**src/rtl/md_pkg.sv**
```systemverilog
// Shared definitions for the multiply/divide unit: operation encodings,
// latencies and FSM state encoding.
package md_pkg;

  typedef enum logic [1:0] {
    OP_MULT  = 2'd0,
    OP_MULTU = 2'd1,
    OP_DIV   = 2'd2,
    OP_DIVU  = 2'd3
  } md_op_e;

  typedef enum logic {
    S_IDLE = 1'b0,
    S_RUN  = 1'b1
  } md_state_e;

  localparam int unsigned MUL_LAT = 5;
  localparam int unsigned DIV_LAT = 10;
  localparam int unsigned CNT_W   = 4;

  // Both divide encodings share the upper op bit.
  function automatic logic is_div(input md_op_e op);
    return op[1];
  endfunction

endpackage

```
**src/rtl/md_calc.sv**
```systemverilog
// Combinational result datapath for md_unit. Divide hardware exists only
// when MD_UNIT_DIV_EN is defined; otherwise the divide outputs are zero.
module md_calc
  import md_pkg::*;
(
  input  md_op_e      op,
  input  logic [31:0] a,
  input  logic [31:0] b,
  output logic [31:0] hi_res,
  output logic [31:0] lo_res,
  output logic        div_zero
);

  logic [63:0] mulA, mulB, prod;
  logic [31:0] quo, rem;

  always_comb begin
    mulA = (op == OP_MULT) ? {{32{a[31]}}, a} : {32'b0, a};
    mulB = (op == OP_MULT) ? {{32{b[31]}}, b} : {32'b0, b};
    prod = mulA * mulB;
  end

`ifdef MD_UNIT_DIV_EN
  logic        signA, signB;
  logic [31:0] magA, magB, divisor, q, r;

  // Divide on magnitudes, then restore signs: quotient truncates toward zero
  // and the remainder follows the dividend. 0x80000000 / -1 falls out as
  // quotient 0x80000000, remainder 0 with no special case.
  always_comb begin
    signA   = (op == OP_DIV) && a[31];
    signB   = (op == OP_DIV) && b[31];
    magA    = signA ? (32'd0 - a) : a;
    magB    = signB ? (32'd0 - b) : b;
    divisor = (b == 32'd0) ? 32'd1 : magB;
    q       = magA / divisor;
    r       = magA % divisor;
    quo     = (signA ^ signB) ? (32'd0 - q) : q;
    rem     = signA ? (32'd0 - r) : r;
  end
`else
  always_comb begin
    quo = 32'd0;
    rem = 32'd0;
  end
`endif

  always_comb begin
    div_zero = (b == 32'd0);
    if (is_div(op)) begin
      hi_res = rem;
      lo_res = quo;
    end else begin
      hi_res = prod[63:32];
      lo_res = prod[31:0];
    end
  end

endmodule

```
**src/rtl/md_unit.sv**
```systemverilog
// Multi-cycle multiply/divide unit with HI/LO registers and a fixed-latency
// busy window. Define MD_UNIT_DIV_EN to enable DIV/DIVU.
module md_unit
  import md_pkg::*;
(
  input  logic        clk,
  input  logic        reset,
  input  logic        start,
  input  logic [1:0]  md_op,
  input  logic [31:0] src_a,
  input  logic [31:0] src_b,
  input  logic        hl_we,
  input  logic        hl_sel,
  input  logic [31:0] hl_wdata,
  output logic        busy,
  output logic [31:0] hi,
  output logic [31:0] lo
);

  md_state_e        state_q, state_d;
  logic [CNT_W-1:0] cnt_q, cnt_d;
  md_op_e           op_q, op_d;
  logic [31:0]      a_q, a_d, b_q, b_d;
  logic [31:0]      hi_q, hi_d, lo_q, lo_d;
  logic [31:0]      hiRes, loRes;
  logic             divZero, opOk;
  md_op_e           opIn;

  assign opIn = md_op_e'(md_op);

`ifdef MD_UNIT_DIV_EN
  assign opOk = 1'b1;
`else
  assign opOk = !is_div(opIn);
`endif

  md_calc u_calc (
    .op       (op_q),
    .a        (a_q),
    .b        (b_q),
    .hi_res   (hiRes),
    .lo_res   (loRes),
    .div_zero (divZero)
  );

  always_comb begin
    state_d = state_q;
    cnt_d   = cnt_q;
    op_d    = op_q;
    a_d     = a_q;
    b_d     = b_q;
    hi_d    = hi_q;
    lo_d    = lo_q;
    unique case (state_q)
      S_IDLE: begin
        // A start always blocks a same-cycle direct write, even if rejected.
        if (start) begin
          if (opOk) begin
            op_d    = opIn;
            a_d     = src_a;
            b_d     = src_b;
            cnt_d   = is_div(opIn) ? CNT_W'(DIV_LAT) : CNT_W'(MUL_LAT);
            state_d = S_RUN;
          end
        end else if (hl_we) begin
          if (hl_sel) hi_d = hl_wdata;
          else        lo_d = hl_wdata;
        end
      end
      S_RUN: begin
        cnt_d = cnt_q - CNT_W'(1);
        if (cnt_q == CNT_W'(1)) begin
          state_d = S_IDLE;
          if (!(is_div(op_q) && divZero)) begin
            hi_d = hiRes;
            lo_d = loRes;
          end
        end
      end
      default: state_d = S_IDLE;
    endcase
  end

  always_ff @(posedge clk) begin
    if (reset) begin
      state_q <= S_IDLE;
      cnt_q   <= '0;
      op_q    <= OP_MULT;
      a_q     <= '0;
      b_q     <= '0;
      hi_q    <= '0;
      lo_q    <= '0;
    end else begin
      state_q <= state_d;
      cnt_q   <= cnt_d;
      op_q    <= op_d;
      a_q     <= a_d;
      b_q     <= b_d;
      hi_q    <= hi_d;
      lo_q    <= lo_d;
    end
  end

  assign busy = (state_q == S_RUN);
  assign hi   = hi_q;
  assign lo   = lo_q;

endmodule

```
**config.mk**
```make
export PLATFORM = sky130hd
export DESIGN_NAME = md_unit
export DESIGN_NICKNAME = d
export VERILOG_FILES = /design/src/rtl/md_pkg.sv /design/src/rtl/md_calc.sv /design/src/rtl/md_unit.sv
export SDC_FILE = /design/constraint.sdc
export NUM_CORES = 2
export LEC_CHECK = 0
export ABC_AREA = 1
export CAP_MARGIN = 25
export CORE_MARGIN = 8
export CORE_UTILIZATION = 66
export CTS_BUF_LIST = sky130_fd_sc_hd__clkbuf_8
export DETAILED_ROUTE_END_ITERATION = 16
export PLACE_DENSITY = 0.86
export SYNTH_ARGS = -nofsm -noshare
export SYNTH_HDL_FRONTEND = slang
export SYNTH_HIERARCHICAL = 1
export SYNTH_SLANG_ARGS = --single-unit
```
**constraint.sdc**
```tcl
create_clock -name clk -period 11.95 [get_ports clk]
set_input_delay 2.39 -clock clk [delete_from_list [all_inputs] [get_ports clk]]
set_output_delay 2.39 -clock clk [all_outputs]
set_load 0.05 [all_outputs]
```
==> flow_metrics.py <==
metrics = {
    "sta": {
        "max-slew-margin-rel_pct": 32.24,
        "timing_worst_slew_pin_value_ns": 1.016,
        "fmaxAchievable_mhz": 94.54,
        "worst_setup_skew_after_layout_ns": 0.02461,
        "grt_setup_unrepaired": "false",
        "setup_viols_final": 0,
        "hold_viol": 0,
        "timing.setup.tns_ns": 0,
        "fin_crit_ns": 10.58,
        "post-route-period-util_pct": 88.51,
        "fin_ws_ns": 1.373,
        "timing_max_transition_violations_final": 0,
    },
    "die": {
        "chipWidth_um": 307.3,
        "die_h_um": 307.3,
        "pin_count": 168,
        "initial_cell_density_of_the_core_pct": 66.17,
        "floorplan.die_area_um2": 94400,
        "core_um2": 84610,
        "placementRows": 107,
    },
    "critical_path": {
        "crit_arrival_ns": 11.10,
        "critPathLaunchType": "flop",
        "critical_path.most_common_cell": "sky130_fd_sc_hd__fa_1",
        "critical_path_buf_inv_count": 10,
        "critical_path.endpoint_type": "flop",
        "timing.critical_path.slowest_cell_delay_ns": 0.82,
        "required_ns": 12.48,
        "crit_type": "flop to flop",
        "timing.critical_path.max_delay_family": "adder cells",
        "critical_path.max_fanout": 17,
        "critPathSlowestCell": "sky130_fd_sc_hd__dfxtp_1",
    },
    "route": {
        "drt-pass1-iter-count": 9,
        "detailroute.via_count": 45121,
        "drt-initial-drc-count": 4139,
        "drc": 0,
        "wirelength_um": 170500,
        "detailed_route_wire_length_per_cell_um": 20.76,
        "post_drt_via_cell_ratio": 5.493,
        "ant_nets": 0,
    },
    "clock_network": {
        "clkLatencyLatePin_ns": 0.58,
        "clk_pin_slew_worst_paths_ns": 0.10,
        "clock_sinks": 134,
        "clockBufferDepth": 2,
        "cts_made_buffers": 17,
        "clockRootBuffer": "sky130_fd_sc_hd__clkbuf_8",
        "tritoncts_clock_tree": "built",
        "post_cts_hold_buffer_count": 0,
        "htree_num_levels": 4,
        "ctsResizeCount": 0,
        "post-cts-setup-buffers": 0,
    },
    "logic_synthesis": {
        "netlist_instances": 7079,
        "syn_avg_cell_area_um2": 7.909,
        "syn_area_um2": 55990,
        "postSynthNetCount": 8911,
        "yosys_warnings": 6,
    },
    "global_route": {
        "global_route.usage.total_pct": 37.12,
        "grt_total_ovfl": 0,
        "maximum_number_of_pins_on_one_net_before_global_route_repair": 104,
        "grt_pass1_wl_um": 269100,
        "antenna_found_initial": 9,
        "grt_pass1_vias": 50226,
    },
    "power_and_ir_drop": {
        "power_report.internal_total_mw": 1.823,
        "clock_power_share_pct": 10.0,
        "power.ir.vdd_worst_v": 0.0001284,
        "seq_power_share_pct": 12.2,
        "power.net_switching_mw": 2.612,
        "switching_share_pct": 58.89,
        "comb_power_share_pct": 77.8,
        "power_leakage_nw": 35.17,
        "power_density_nw_per_um2": 75.04,
    },
    "cells_and_area": {
        "fillers": 6579,
        "post_route_cells_drive_above_1_share_pct": 2.420,
        "area_growth_syn_to_layout_pct": 5.558,
        "most-common-layout-cells": "sky130_fd_sc_hd__inv_1 (2297), sky130_fd_sc_hd__nand2_1 (1454), sky130_fd_sc_hd__fa_1 (1423)",
        "final_net_count": 8885,
        "layout.cells.most_common": "sky130_fd_sc_hd__inv_1",
        "multi_input_gate_area_um2": 43330,
        "final-seq-area_um2": 2689,
    },
    "min_path": {
        "hold_path.class": "flop to flop",
    },
    "place": {
        "hpwlAfterDp_um": 143100,
        "place_congestion": 1.020,
        "pre_cts_ws_ns": 1.508,
        "total_of_buffers_placed_on_input_and_output_ports": 167,
    },
    "outcome": {
        "status": "finished, final reports clean",
    },
    "job": {
        "cap_viol_max_count": 0,
    },
}
==> power by group through the flow <==
stage	Clock (mW)	Sequential (mW)	Combinational (mW)
4_1_cts	0.450	0.550	3.38
6_report	0.443	0.543	3.45
3_3_place_gp	0	0.563	3.27
5_1_grt	0.465	0.547	3.81
2_1_floorplan	0	0.601	2.16
3_5_place_dp	0	0.560	3.36
==> final cells by class <==
cell class | count | area share (%)
multi-input cells | 4334 | 73.32
inverters | 2306 | 14.66
flip-flops and latches | 134 | 4.550
repair buffers | 260 | 4.349
well taps | 1144 | 2.422
clock buffers | 18 | 0.4192
clock inverters | 14 | 0.2668
diodes | 5 | 0.02117
==> through the flow <==
stage | utilization [%] | total power, mW | cell area [um^2] | hold slack [ns] | std cells
5_1_grt | 69.83 | 4.819 | 59090 | 0.5024 | 8211
2_1_floorplan | - | 2.761 | 55990 | 0.4417 | 7079
3_5_place_dp | 69.12 | 3.921 | 58490 | 0.4681 | 8171
6_report | 69.85 | 4.435 | 59100 | 0.4827 | 8215
4_1_cts | 69.60 | 4.385 | 58890 | 0.4830 | 8203
3_3_place_gp | 69.03 | 3.831 | 58400 | 0.4523 | 8168
==> worst paths after layout <==
check | start | to | slack (ns) | cells after the start
min reg2reg | cnt_q[3]$_SDFFE_PP0P_ | cnt_q[3]$_SDFFE_PP0P_ | 0.48 | 2
min | cnt_q[3]$_SDFFE_PP0P_ | cnt_q[3]$_SDFFE_PP0P_ | 0.48 | 2
max | b_q[2]$_SDFFE_PP0P_ | hi[8]$_SDFFE_PP0P_ | 1.37 | 36
max reg2reg | b_q[2]$_SDFFE_PP0P_ | hi[8]$_SDFFE_PP0P_ | 1.37 | 36
==> layer usage <==
layer | vias up | global-route usage, % | routed length (um)
met5 | - | 0 | 39
met4 | 6 | 23.69 | 13060
met3 | 780 | 7.525 | 14800
met2 | 2427 | 63.43 | 83240
met1 | 22350 | 42.62 | 59390
li1 | 19558 | - | -
==> state kept, by name, summed over array words and instances, names as in the netlist <==
register / flops
a_q: 32
b_q: 32
hi: 32
lo: 32
cnt_q: 4
busy: 1
op_q: 1
==> tightest hold or removal path, stage by stage (launching register included) <==
cell	delay, ns
sky130_fd_sc_hd__dfxtp_1	0.33
sky130_fd_sc_hd__nand2_1	0.06
sky130_fd_sc_hd__a21oi_1	0.06
(Power assumes the default switching activity.)
